==> src/rtl/sfm_stream_strb_gen_pkg.sv <==
// Shared types for the misaligned 2D stream strobe generator.
// Latency: n/a (types and constants only).
// Backpressure: n/a.
//
// Config fields are carried at the package widths below; the top-level
// ADDR_WIDTH / LEN_WIDTH parameters must not exceed them.
package sfm_stream_pkg;

   localparam int unsigned CFG_ADDR_W = 32;
   localparam int unsigned CFG_LEN_W  = 16;

   typedef struct packed {
      logic [CFG_ADDR_W-1:0] base;     // byte base address
      logic [CFG_LEN_W-1:0]  len;      // bytes per row
      logic [CFG_LEN_W-1:0]  rows;     // number of rows
      logic [CFG_ADDR_W-1:0] stride;   // byte distance between row starts
   } strb_cfg_t;

   typedef enum logic [1:0] {
      IDLE   = 2'd0,
      ACTIVE = 2'd1,
      DONE   = 2'd2
   } strb_state_e;

endpackage

==> src/rtl/sfm_stream_strb_gen_if.sv <==
// Bundle of controller-side config and stream-side strobe signals for all channels.
// Latency: n/a (wiring only).
// Backpressure: n/a; the handshake is observed, never driven, by the generator.
//
// Ports: clear_i, start_i, base_addr_i, row_len_i, nb_rows_i, row_stride_i,
// valid_i, ready_i in; aligned_base_o, strb_o, row_last_o, last_o, busy_o,
// done_o, err_o out (plus stall_cnt_o / beat_cnt_o with SFM_STREAM_STATS_EN).
// master = controller/bench side, slave = strobe generator side.
interface sfm_stream_strb_gen_if #(
   parameter int unsigned DATA_WIDTH = 128,
   parameter int unsigned ADDR_WIDTH = 32,
   parameter int unsigned LEN_WIDTH  = 16,
   parameter int unsigned NB_CHAN    = 2
);
   localparam int unsigned BW = DATA_WIDTH / 8;

   logic                          clear_i;
   logic [NB_CHAN-1:0]            start_i;
   logic [NB_CHAN*ADDR_WIDTH-1:0] base_addr_i;
   logic [NB_CHAN*LEN_WIDTH-1:0]  row_len_i;
   logic [NB_CHAN*LEN_WIDTH-1:0]  nb_rows_i;
   logic [NB_CHAN*ADDR_WIDTH-1:0] row_stride_i;
   logic [NB_CHAN-1:0]            valid_i;
   logic [NB_CHAN-1:0]            ready_i;
   logic [NB_CHAN*ADDR_WIDTH-1:0] aligned_base_o;
   logic [NB_CHAN*BW-1:0]         strb_o;
   logic [NB_CHAN-1:0]            row_last_o;
   logic [NB_CHAN-1:0]            last_o;
   logic [NB_CHAN-1:0]            busy_o;
   logic [NB_CHAN-1:0]            done_o;
   logic [NB_CHAN-1:0]            err_o;
`ifdef SFM_STREAM_STATS_EN
   logic [NB_CHAN*32-1:0]         stall_cnt_o;
   logic [NB_CHAN*32-1:0]         beat_cnt_o;
`endif

   modport master (
      output clear_i, start_i, base_addr_i, row_len_i, nb_rows_i, row_stride_i,
             valid_i, ready_i,
`ifdef SFM_STREAM_STATS_EN
      input  stall_cnt_o, beat_cnt_o,
`endif
      input  aligned_base_o, strb_o, row_last_o, last_o, busy_o, done_o, err_o
   );

   modport slave (
      input  clear_i, start_i, base_addr_i, row_len_i, nb_rows_i, row_stride_i,
             valid_i, ready_i,
`ifdef SFM_STREAM_STATS_EN
      output stall_cnt_o, beat_cnt_o,
`endif
      output aligned_base_o, strb_o, row_last_o, last_o, busy_o, done_o, err_o
   );

endinterface

==> src/rtl/sfm_stream_strb_gen_chan.sv <==
// One channel: FSM + beat/row counters + byte strobe for a misaligned 2D stream.
// Latency: strobe/flags combinational from registered state (0 cycles vs beat); done/err 1 cycle after last handshake.
// Backpressure: advances only on i_valid & i_ready; stalls hold strobe and flags stable.
//
// Optional SFM_STREAM_STATS_EN adds o_stall_cnt / o_beat_cnt saturating counters.
// Ports: clk_i, rst_ni (sync, active low), i_clear, i_start, i_cfg, i_valid,
// i_ready in; o_aligned_base, o_strb, o_row_last, o_last, o_busy, o_done, o_err out.
module sfm_strb_chan
   import sfm_stream_pkg::*;
#(
   parameter int unsigned DATA_WIDTH = 128
) (
   input  logic                    clk_i,
   input  logic                    rst_ni,
   input  logic                    i_clear,
   input  logic                    i_start,
   input  strb_cfg_t               i_cfg,
   input  logic                    i_valid,
   input  logic                    i_ready,
   output logic [CFG_ADDR_W-1:0]   o_aligned_base,
   output logic [DATA_WIDTH/8-1:0] o_strb,
   output logic                    o_row_last,
   output logic                    o_last,
   output logic                    o_busy,
   output logic                    o_done,
`ifdef SFM_STREAM_STATS_EN
   output logic [31:0]             o_stall_cnt,
   output logic [31:0]             o_beat_cnt,
`endif
   output logic                    o_err
);
   localparam int unsigned BW = DATA_WIDTH / 8;
   localparam int unsigned OW = $clog2(BW);
   // One extra bit so (off + L + BW-1) can never wrap.
   localparam int unsigned CW = CFG_LEN_W + 1;

   typedef logic [CW-1:0] cnt_t;

   localparam cnt_t                 CNT_ONE = CW'(1);
   localparam logic [CFG_LEN_W-1:0] LEN_ONE = CFG_LEN_W'(1);
   localparam logic [OW-1:0]        OW_ONE  = OW'(1);
   localparam logic [OW:0]          HI_ONE  = (OW+1)'(1);
   localparam logic [OW:0]          HI_BW   = (OW+1)'(BW);

   strb_state_e           r_state;
   cnt_t                  r_beat_cnt;
   cnt_t                  r_row_beats;
   logic [CFG_LEN_W-1:0]  r_row_cnt;
   logic [CFG_LEN_W-1:0]  r_len;
   logic [CFG_LEN_W-1:0]  r_rows;
   logic [OW-1:0]         r_row_off;
   logic [OW-1:0]         r_stride_lo;
   logic [CFG_ADDR_W-1:0] r_aligned_base;
   logic                  r_done;
   logic                  r_err;

   logic                  w_active;
   logic                  w_hs;
   logic                  w_row_first;
   logic                  w_row_end;
   logic                  w_xfer_end;
   logic                  w_cfg_bad;
   logic [OW-1:0]         w_lo;
   logic [OW-1:0]         w_end_m1;
   logic [OW:0]           w_hi;
   logic [OW-1:0]         w_next_off;
   logic                  w_unused_stride;

   // Only the sub-word part of the stride matters: whole words move the
   // address, which the downstream streamer handles.
   assign w_unused_stride = ^i_cfg.stride[CFG_ADDR_W-1:OW];

   function automatic cnt_t f_row_beats(input logic [OW-1:0] off,
                                        input logic [CFG_LEN_W-1:0] len);
      cnt_t w_sum;
      w_sum = cnt_t'(off) + cnt_t'(len) + cnt_t'(BW - 1);
      return w_sum >> OW;
   endfunction

   assign w_active    = (r_state == ACTIVE);
   assign w_hs        = w_active & i_valid & i_ready;
   assign w_row_first = (r_beat_cnt == '0);
   assign w_row_end   = (r_beat_cnt == (r_row_beats - CNT_ONE));
   assign w_xfer_end  = w_row_end & (r_row_cnt == (r_rows - LEN_ONE));
   assign w_cfg_bad   = (i_cfg.len == '0) | (i_cfg.rows == '0);

   // Last byte of the row modulo BW; wrap of the OW-bit sum is intentional.
   assign w_end_m1    = r_row_off + r_len[OW-1:0] - OW_ONE;
   assign w_lo        = w_row_first ? r_row_off : '0;
   assign w_hi        = w_row_end ? ({1'b0, w_end_m1} + HI_ONE) : HI_BW;
   assign w_next_off  = r_row_off + r_stride_lo;

   always_comb begin
      o_strb = '0;
      for (int i = 0; i < BW; i++) begin
         if (w_active && (i >= int'(w_lo)) && (i < int'(w_hi))) begin
            o_strb[i] = 1'b1;
         end
      end
   end

   assign o_busy         = w_active;
   assign o_row_last     = w_active & w_row_end;
   assign o_last         = w_active & w_xfer_end;
   assign o_done         = r_done;
   assign o_err          = r_err;
   assign o_aligned_base = r_aligned_base;

   always_ff @(posedge clk_i) begin
      if (!rst_ni || i_clear) begin
         r_state        <= IDLE;
         r_beat_cnt     <= '0;
         r_row_beats    <= '0;
         r_row_cnt      <= '0;
         r_len          <= '0;
         r_rows         <= '0;
         r_row_off      <= '0;
         r_stride_lo    <= '0;
         r_aligned_base <= '0;
         r_done         <= 1'b0;
         r_err          <= 1'b0;
      end else begin
         r_done <= 1'b0;
         r_err  <= 1'b0;
         case (r_state)
            IDLE: begin
               if (i_start) begin
                  r_aligned_base <= {i_cfg.base[CFG_ADDR_W-1:OW], {OW{1'b0}}};
                  r_row_off      <= i_cfg.base[OW-1:0];
                  r_len          <= i_cfg.len;
                  r_rows         <= i_cfg.rows;
                  r_stride_lo    <= i_cfg.stride[OW-1:0];
                  r_row_beats    <= f_row_beats(i_cfg.base[OW-1:0], i_cfg.len);
                  r_beat_cnt     <= '0;
                  r_row_cnt      <= '0;
                  if (w_cfg_bad) begin
                     // Empty transfer: report completion with error, emit no beats.
                     r_state <= DONE;
                     r_done  <= 1'b1;
                     r_err   <= 1'b1;
                  end else begin
                     r_state <= ACTIVE;
                  end
               end
            end
            ACTIVE: begin
               if (w_hs) begin
                  if (w_xfer_end) begin
                     r_state <= DONE;
                     r_done  <= 1'b1;
                  end else if (w_row_end) begin
                     // New row: offset shifts by the sub-word stride, beat count redone.
                     r_row_off   <= w_next_off;
                     r_row_beats <= f_row_beats(w_next_off, r_len);
                     r_beat_cnt  <= '0;
                     r_row_cnt   <= r_row_cnt + LEN_ONE;
                  end else begin
                     r_beat_cnt <= r_beat_cnt + CNT_ONE;
                  end
               end
            end
            DONE:    r_state <= IDLE;
            default: r_state <= IDLE;
         endcase
      end
   end

`ifdef SFM_STREAM_STATS_EN
   logic [31:0] r_stall_cnt;
   logic [31:0] r_hs_cnt;

   always_ff @(posedge clk_i) begin
      if (!rst_ni || i_clear) begin
         r_stall_cnt <= '0;
         r_hs_cnt    <= '0;
      end else if ((r_state == IDLE) && i_start) begin
         r_stall_cnt <= '0;
         r_hs_cnt    <= '0;
      end else begin
         if (w_active && i_valid && !i_ready && (r_stall_cnt != '1)) begin
            r_stall_cnt <= r_stall_cnt + 32'd1;
         end
         if (w_hs && (r_hs_cnt != '1)) begin
            r_hs_cnt <= r_hs_cnt + 32'd1;
         end
      end
   end

   assign o_stall_cnt = r_stall_cnt;
   assign o_beat_cnt  = r_hs_cnt;
`endif

endmodule

==> src/rtl/sfm_stream_strb_gen.sv <==
// NB_CHAN-channel byte-strobe generator for misaligned 2D TCDM streams.
// Latency: strobe/flags 0 cycles vs beat; done_o/err_o 1 cycle after last handshake (or after start for empty config).
// Backpressure: each channel advances only on its valid_i & ready_i; stalled channels hold outputs.
//
// Optional feature macro: SFM_STREAM_STATS_EN (stall_cnt_o / beat_cnt_o on the interface).
// Ports: clk_i, rst_ni (sync, active low), bus (sfm_stream_strb_gen_if.slave).
module sfm_stream_strb_gen
   import sfm_stream_pkg::*;
#(
   parameter int unsigned DATA_WIDTH = 128,
   parameter int unsigned ADDR_WIDTH = 32,
   parameter int unsigned LEN_WIDTH  = 16,
   parameter int unsigned NB_CHAN    = 2
) (
   input  logic                  clk_i,
   input  logic                  rst_ni,
   sfm_stream_strb_gen_if.slave  bus
);
   localparam int unsigned BW = DATA_WIDTH / 8;

   for (genvar c = 0; c < NB_CHAN; c++) begin : g_chan
      strb_cfg_t             w_cfg;
      logic [CFG_ADDR_W-1:0] w_aligned;

      assign w_cfg.base   = CFG_ADDR_W'(bus.base_addr_i[c*ADDR_WIDTH +: ADDR_WIDTH]);
      assign w_cfg.len    = CFG_LEN_W'(bus.row_len_i[c*LEN_WIDTH +: LEN_WIDTH]);
      assign w_cfg.rows   = CFG_LEN_W'(bus.nb_rows_i[c*LEN_WIDTH +: LEN_WIDTH]);
      assign w_cfg.stride = CFG_ADDR_W'(bus.row_stride_i[c*ADDR_WIDTH +: ADDR_WIDTH]);

      sfm_strb_chan #(
         .DATA_WIDTH (DATA_WIDTH)
      ) i_chan (
         .clk_i          (clk_i),
         .rst_ni         (rst_ni),
         .i_clear        (bus.clear_i),
         .i_start        (bus.start_i[c]),
         .i_cfg          (w_cfg),
         .i_valid        (bus.valid_i[c]),
         .i_ready        (bus.ready_i[c]),
         .o_aligned_base (w_aligned),
         .o_strb         (bus.strb_o[c*BW +: BW]),
         .o_row_last     (bus.row_last_o[c]),
         .o_last         (bus.last_o[c]),
         .o_busy         (bus.busy_o[c]),
         .o_done         (bus.done_o[c]),
`ifdef SFM_STREAM_STATS_EN
         .o_stall_cnt    (bus.stall_cnt_o[c*32 +: 32]),
         .o_beat_cnt     (bus.beat_cnt_o[c*32 +: 32]),
`endif
         .o_err          (bus.err_o[c])
      );

      assign bus.aligned_base_o[c*ADDR_WIDTH +: ADDR_WIDTH] = ADDR_WIDTH'(w_aligned);
   end

endmodule
==> src/flat_wrapper.sv <==
// flat-port wrapper written by rule: the top's interface ports become plain ports
module sfm_stream_strb_gen_flat import sfm_stream_pkg::*;
#(
   parameter int unsigned DATA_WIDTH = 128,
   parameter int unsigned ADDR_WIDTH = 32,
   parameter int unsigned LEN_WIDTH  = 16,
   parameter int unsigned NB_CHAN    = 2
)
  (clk_i, rst_ni, bus_clear_i, bus_start_i, bus_base_addr_i, bus_row_len_i, bus_nb_rows_i, bus_row_stride_i, bus_valid_i, bus_ready_i, bus_aligned_base_o, bus_strb_o, bus_row_last_o, bus_last_o, bus_busy_o, bus_done_o, bus_err_o);
  sfm_stream_strb_gen_if #(.DATA_WIDTH(DATA_WIDTH), .ADDR_WIDTH(ADDR_WIDTH), .LEN_WIDTH(LEN_WIDTH), .NB_CHAN(NB_CHAN)) bus_i ();
  input  logic clk_i;
  input  logic rst_ni;
  input wire logic [$bits(bus_i.clear_i)-1:0] bus_clear_i;
  input wire logic [$bits(bus_i.start_i)-1:0] bus_start_i;
  input wire logic [$bits(bus_i.base_addr_i)-1:0] bus_base_addr_i;
  input wire logic [$bits(bus_i.row_len_i)-1:0] bus_row_len_i;
  input wire logic [$bits(bus_i.nb_rows_i)-1:0] bus_nb_rows_i;
  input wire logic [$bits(bus_i.row_stride_i)-1:0] bus_row_stride_i;
  input wire logic [$bits(bus_i.valid_i)-1:0] bus_valid_i;
  input wire logic [$bits(bus_i.ready_i)-1:0] bus_ready_i;
  output wire logic [$bits(bus_i.aligned_base_o)-1:0] bus_aligned_base_o;
  output wire logic [$bits(bus_i.strb_o)-1:0] bus_strb_o;
  output wire logic [$bits(bus_i.row_last_o)-1:0] bus_row_last_o;
  output wire logic [$bits(bus_i.last_o)-1:0] bus_last_o;
  output wire logic [$bits(bus_i.busy_o)-1:0] bus_busy_o;
  output wire logic [$bits(bus_i.done_o)-1:0] bus_done_o;
  output wire logic [$bits(bus_i.err_o)-1:0] bus_err_o;
  assign bus_i.clear_i = bus_clear_i;
  assign bus_i.start_i = bus_start_i;
  assign bus_i.base_addr_i = bus_base_addr_i;
  assign bus_i.row_len_i = bus_row_len_i;
  assign bus_i.nb_rows_i = bus_nb_rows_i;
  assign bus_i.row_stride_i = bus_row_stride_i;
  assign bus_i.valid_i = bus_valid_i;
  assign bus_i.ready_i = bus_ready_i;
  assign bus_aligned_base_o = bus_i.aligned_base_o;
  assign bus_strb_o = bus_i.strb_o;
  assign bus_row_last_o = bus_i.row_last_o;
  assign bus_last_o = bus_i.last_o;
  assign bus_busy_o = bus_i.busy_o;
  assign bus_done_o = bus_i.done_o;
  assign bus_err_o = bus_i.err_o;
  sfm_stream_strb_gen #(.DATA_WIDTH(DATA_WIDTH), .ADDR_WIDTH(ADDR_WIDTH), .LEN_WIDTH(LEN_WIDTH), .NB_CHAN(NB_CHAN)) u_core (.clk_i(clk_i), .rst_ni(rst_ni), .bus(bus_i));
endmodule
==> config.mk <==
export PLATFORM = sky130hd
export DESIGN_NAME = sfm_stream_strb_gen_flat
export DESIGN_NICKNAME = d
export VERILOG_FILES = /design/src/rtl/sfm_stream_strb_gen_pkg.sv /design/src/rtl/sfm_stream_strb_gen_if.sv /design/src/rtl/sfm_stream_strb_gen_chan.sv /design/src/rtl/sfm_stream_strb_gen.sv /design/src/flat_wrapper.sv
export SDC_FILE = /design/constraint.sdc
export NUM_CORES = 1
export LEC_CHECK = 0
export BUFFER_PORTS_ARGS = -buffer_cell sky130_fd_sc_hd__buf_4
export CAP_MARGIN = 20
export CORE_ASPECT_RATIO = 1.75
export CORE_MARGIN = 1
export CORE_UTILIZATION = 62
export CTS_BUF_LIST = sky130_fd_sc_hd__clkbuf_8
export DETAILED_ROUTE_END_ITERATION = 10
export GPL_ROUTABILITY_DRIVEN = 0
export HOLD_SLACK_MARGIN = 0.06
export PLACE_DENSITY = 0.86
export SLEW_MARGIN = 0
export SYNTH_ARGS = -nofsm -noshare
export SYNTH_HDL_FRONTEND = slang
export SYNTH_SLANG_ARGS = --single-unit
==> constraint.sdc <==
create_clock -name clk_i -period 5.3 [get_ports clk_i]
set_input_delay 1.06 -clock clk_i [delete_from_list [all_inputs] [get_ports clk_i]]
set_output_delay 1.06 -clock clk_i [all_outputs]
set_load 0.05 [all_outputs]
; ---- Yosys cells after proc, flatten, opt, wreduce, memory -nomap -nowiden
; Cells that the tools add are included.
[word_totals]
reg_bits = 244
inputBits = 201
output_inout_bits = 106
word_cells = 318
[op_classes]
addsub = 24
order_cmp = 62
eq_ne = 16
n_mux = 96
bitwise = 14
n_reduce_logical = 84
[op_table]
columns = cell, n
row1 = $mux W17, 16
row2 = $pmux W17 S2, 4
row3 = $mux W16, 8
row4 = $lt A4 B5 Y1 const A, 16
row5 = $add A17 B4 Y17 const B, 4
row6 = $add A4 B16 Y17, 4
row7 = $logic_not A16 Y1, 4
row8 = $pmux W16 S2, 2
row9 = $logic_and A1 B1 Y1, 62
row10 = $ge A4 B4 Y1 const A, 14
row11 = $lt A3 B5 Y1 const A, 8
row12 = $mux W1, 40
row13 = $mux W4, 10
row14 = $add A17 B1 Y17 const B, 2
row15 = $eq A17 B17 Y1, 2
row16 = $logic_not A17 Y1, 2
row17 = $sub A17 B1 Y17 const B, 2
row18 = $add A16 B1 Y16 const B, 2
row19 = $eq A16 B16 Y1, 2
row20 = $ge A3 B4 Y1 const A, 8
row21 = $sub A16 B1 Y16 const B, 2
row22 = $lt A1 B5 Y1 const A, 4
row23 = $lt A2 B5 Y1 const A, 4
row24 = $add A4 B4 Y4, 4
row25 = other kinds (24), 70

; ---- Longest topological paths before layout
[logic_depth]
word_depth = 7
depth_mapped = 15
ltp_nobuf = 15

; ---- Hierarchy
; From an unflattened synthesis, not the netlist that was laid out.
[unflattened]
cells_unflattened = 1995
hier_area_um2 = 14813.0
[modules_own_cells]
columns = mod, instances, cells_each, area_per_inst_um2, seq_area_each_um2
row1 = sfm_strb_chan (u_core.g_chan[0].i_chan), 1, 1020, 7498.4, 2362.3
row2 = sfm_strb_chan (u_core.g_chan[1].i_chan), 1, 975, 7314.5, 2362.3

; ---- Worst setup path after synthesis
; OpenSTA, ideal clock, no wires.
[synth_path]
path_kind = register -> output
startpoint = register u_core.g_chan[1].i_chan.r_row_beats[0]
endpoint = output bus_strb_o[25]
t_arrival_ns = 3.808
setup_slack_ns = 0.432
path_stages_with_launch = 12
path_buffers = 2
path_cell_list = dfxtp_1 > inv_1 > ha_1 > clkbuf_1 > or4b_1 > nor4_1 > nor3_1 > or3b_4 > nor4_4 > clkbuf_1 > nand2_1 > a211oi_1
[synth_between]
elab_chain_cells = 6
[synth_lines]
columns = element, line
row1 = "start, declared", sfm_stream_strb_gen_chan.sv:47  ; cnt_t r_row_beats;
row2 = "start signal, assigned", sfm_stream_strb_gen_chan.sv:133  ; r_row_beats <= f_row_beats(i_cfg.base[OW-1:0], i_cfg.len);
row3 = "start signal, assigned", sfm_stream_strb_gen_chan.sv:154  ; r_row_beats <= f_row_beats(w_next_off, r_len);
row4 = $sub A17 B1 Y17, sfm_stream_strb_gen_chan.sv:83  ; assign w_row_end = (r_beat_cnt == (r_row_beats - CNT_ONE));
row5 = $eq A17 B17 Y1, sfm_stream_strb_gen_chan.sv:83
row6 = $mux W5, sfm_stream_strb_gen_chan.sv:90  ; assign w_hi = w_row_end ? ({1'b0, w_end_m1} + HI_ONE) : HI_BW;
row7 = $lt A4 B5 Y1, sfm_stream_strb_gen_chan.sv:96  ; if (w_active && (i >= int'(w_lo)) && (i < int'(w_hi))) begin
row8 = $logic_and A1 B1 Y1, sfm_stream_strb_gen_chan.sv:96
row9 = $mux W1, sfm_stream_strb_gen_chan.sv:96
row10 = "end, declared", flat_wrapper.sv:22  ; output wire logic [$bits(bus_i.strb_o)-1:0] bus_strb_o;
; No other way between the ends.

; ---- Final worst setup path
[layout_path]
startpoint = register u_core.g_chan[0].i_chan.r_row_beats[0]
endpoint = output bus_strb_o[6]
[layout_between]
elab_chain_cells = 6
[layout_lines]
columns = element, line
row1 = "start, declared", sfm_stream_strb_gen_chan.sv:47
row2 = "start signal, assigned", sfm_stream_strb_gen_chan.sv:133
row3 = "start signal, assigned", sfm_stream_strb_gen_chan.sv:154
row4 = $sub A17 B1 Y17, sfm_stream_strb_gen_chan.sv:83
row5 = $eq A17 B17 Y1, sfm_stream_strb_gen_chan.sv:83
row6 = $mux W5, sfm_stream_strb_gen_chan.sv:90
row7 = $lt A3 B5 Y1, sfm_stream_strb_gen_chan.sv:96
row8 = $logic_and A1 B1 Y1, sfm_stream_strb_gen_chan.sv:96
row9 = $mux W1, sfm_stream_strb_gen_chan.sv:96
; No other way between the ends.

==> summary.md <==
| Metric | Value |
|---|---|
| Syn Area/Cell | roughly 7.4 um2 |
| Chip Width | ~120 um |
| Cell Area, Synth | 15500 um2 |
| Largest net degree at the start of global routing | 89 |
| Fin nets | between 2000 and 3000 |
| Sequential Power Share | 0.421 |
| Final-report max-slew violation count | 0 |
| Post-synth top area cell | dfxtp_1 |
| Max Fanout on Critical Path | 10 |
| Worst hold path class | reg -> reg |
| Final WL | around 47 mm |
| CP most frequent cell | buf_4 |
| Max transition margin | 0.303 |
| Worst-margin pin slew | 1.04 ns |
| First-pass GRT wire length | 74.3 mm |
| Switching share of power | 0.323 |
| RSZ-0062 raised after global routing | false |
| Post-Synthesis Cells | ~2100 |
| Layout cell share with drive strength beyond 1 | 0.164 |
| # Max-Cap Violations | 0 |
| Top_reg_cell synth | dfxtp_1 |
| GRT Residual Overflow | 0 |
| Final setup viols | 0 |
| Average via count per standard cell | 6.39 |
| Critical path required time | between 4 and 5 ns |
| Io pins | approximately 310 |
| Combinational share of power | 0.229 |
| YS warnings | 0 |
| Commonest non-fill, non-tap cell in the layout | nand2_1 |
| Sink Count | 236 |
| Internal Pwr Total | 3000 uW |
| Buffers on Ports | roughly 240 |
| Highest-count cells in the layout ignoring fill and taps | nand2_1 (395), buf_4 (264), dfxtp_1 (236), a21oi_1 (215), inv_1 (105) |
| Layout area overhead | 16.1% |
| Detailed placement HPWL | about 34 mm |
| Largest stage delay on the critical path | roughly 0.60 ns |
| Fin crit share | 0.953 |
| Top cell type's share of synthesized area | 0.305 |
| Die H | 211 um |
| Clock Power Share | 0.350 |
| Setup TNS | 0 ns |
| Via count | 16500 |
| Number of global-route vias before repair | 15800 |
| Worst Setup End Kind | primary output |
| Finished Layout Cells | 2588 |
| Status | completed |
| Leakage | 0.00716 uW |
| Min Hold Slack | 0.452 ns |
| Critical path, cell by cell | inv_1 -> ha_1 -> or4b_1 -> or3_1 -> o21a_1 -> a211oi_1 -> nand4_1 -> buf_4 -> nor2_1 -> nand3_1 -> a21oi_1 -> buf_4 |
| Netlist cell types | 92 |
| CP startpoint kind | register |
| TritonCTS clock tree | done |
| Hold-fix buffers, CTS | 0 |
| Clk_lat worst skew | around 0.58 ns |
| Final Hold Vio Count | 0 |
| Tot GR Track Use | 0.360 |
| Full die area | 25600 um2 |
| CTS HTree Levels | 2 |
| Pwr Density | roughly 250 nW/um2 |
| F_max | 198 MHz |
| Drt drc | 0 |
| Starting Density | 0.631 |
| Final Skew | 0.0249 ns |
| Post-synth EDFFs | 0 |
| Clk slew on worst S/H paths | 0.07 ns |
| Clock tree buffer depth | 3 |
| Critical-path top delay cell | or4b_1 |
| Antenna violations before repair | 2 |
| Core area | 24500 um2 |
| 1st-pass router iterations | 7 |
| Site row count | 76 |
| Antenna-violating nets left | 0 |
| Max VDD drop | 0.230 mV |
| Num CTS Buffers | 38 |
| Area contributors post-synth | dfxtp_1 (31%), nand2_1 (9.6%), a21oi_1 (7.0%), ha_1 (4.0%), xnor2_1 (3.6%) |
| Switch Pwr | roughly 1400 uW |
| Routed wire per std cell | 18.2 um |
| Seq/Total Area, Yosys | 0.305 |
| Register bit total from synthesis | 236 |
| Async SR Flop Fraction | 0 |
| Worst endpoint data arrival time | about 4.0 ns |
| Placed cells | 2523 |
| WS Path Type | reg -> out |
| Iteration-0 DRC count of the detailed router | between 1000 and 1500 |
| Root buf cell | clkbuf_8 |
| Min Clock Period, post-route | between 5 and 6 ns |
==> critical path, delay by kind of cell (launching register included) <==
kind | cells | cell delay (ns)
and+or+nand+nor | 5 | 1.55
DFF | 1 | 0.36
buffers and inverters | 3 | 0.55
adders and majority gates | 1 | 0.27
AOI/OAI and AO/OA | 3 | 0.68
==> synth_stat cells (6+ instances only) <==
master and count:
a2111o_1 6, a211o_1 6, a211oi_1 36, a21o_1 12, a21oi_1 216, a31oi_1 16, and2_1 17, and3_1 27
and4_1 8, buf_1 12, buf_2 15, buf_4 21, clkbuf_1 93, dfxtp_1 236, ha_1 50, inv_1 94
mux2i_1 22, nand2_1 396, nand2b_1 15, nand3_1 74, nand3b_1 9, nand4_1 46, nand4b_1 9, nor2_1 83
nor2b_1 11, nor3_1 65, nor3b_1 13, nor4_1 41, nor4b_1 6, o2111ai_1 8, o211ai_1 28, o21a_1 7
o21ai_0 85, o31ai_1 14, or2_2 12, or3_1 46, or4_1 19, or4b_1 6, xnor2_1 64, xor2_1 50
==> what timing repair did <==
item | 4_1_cts | 5_1_grt
setup buffers | 0 | 1
resized for setup | 0 | 2
endpoints found under the setup margin | 0 | 11
==> final timing paths <==
path | slack [ns] | cells past startpoint | to | from
worst max-delay path | 0.25 | 12 | bus_strb_o[6] | u_core.g_chan[0].i_chan.r_row_beats[0]
worst min-delay path | 0.45 | 2 | u_core.g_chan[1].i_chan.o_aligned_base[11] | u_core.g_chan[1].i_chan.o_aligned_base[11]
worst max register to register | 1.13 | 10 | u_core.g_chan[0].i_chan.r_row_beats[10] | u_core.g_chan[0].i_chan.r_rows[0]
worst min register to register | 0.45 | 2 | u_core.g_chan[1].i_chan.o_aligned_base[11] | u_core.g_chan[1].i_chan.o_aligned_base[11]
==> through the flow <==
step | total power [uW] | area [um2] | worst slack [ns] | util
6_report | 4430 | 18000 | 0.250 | 0.733
3_3_place_gp | 2860 | 17200 | 0.787 | 0.702
5_1_grt | 4610 | 18000 | 0.0171 | 0.733
2_1_floorplan | 2590 | 15500 | 0.432 | -
3_5_place_dp | 2890 | 17200 | 0.724 | 0.702
4_1_cts | 4420 | 17900 | 0.122 | 0.731
==> state kept, by name, summed over array words and instances, names as in the netlist <==
register,count
u_core.g_chan.i_chan.r_state,4
u_core.g_chan.i_chan.r_row_cnt,32
u_core.g_chan.i_chan.o_aligned_base,56
u_core.g_chan.i_chan.r_stride_lo,8
u_core.g_chan.i_chan.r_row_off,8
u_core.g_chan.i_chan.r_len,32
u_core.g_chan.i_chan.r_row_beats,26
u_core.g_chan.i_chan.o_err,2
u_core.g_chan.i_chan.r_beat_cnt,34
u_core.g_chan.i_chan.r_rows,32
u_core.g_chan.i_chan.o_done,2
==> cell type report <==
class / count / area (um2)
antenna: 2 / 5.00
clock buffer: 45 / 619
clock inverter: 16 / 93.8
fill: 1915 / 6560
inverter: 95 / 357
multi-input combinational: 1617 / 9790
sequential: 236 / 4720
tap: 312 / 390
timing repair buffer: 265 / 1990
==> kinds of logic after synthesis <==
group / count (synthesis) / share of synthesized area
flip-flops: 236 / 0.305
AO/OA/AOI/OAI: 494 / 0.203
AND/OR/NAND/NOR: 925 / 0.301
other: 1 / 0.000242
buffers and inverters: 241 / 0.0667
XOR/XNOR: 114 / 0.0645
adder cells (fa/ha/maj): 54 / 0.0456
multiplexers: 22 / 0.0142
==> layer usage <==
metal  global-route usage  part of all wire
met1                0.348              0.33
met2                0.659              0.52
met3               0.0661             0.066
met4                0.281             0.078
met5                    0                 0
==> power groups by stage <==
stage | sequential, uW | combinational [uW] | clock, uW
after CTS | 1870 | 995 | 1560
after global routing | 1870 | 1090 | 1640
after global placement | 1900 | 958 | 0
final | 1870 | 1010 | 1550
after detailed placement | 1900 | 988 | 0
after floorplan | 1930 | 658 | 0
(Power assumes the default switching activity.)
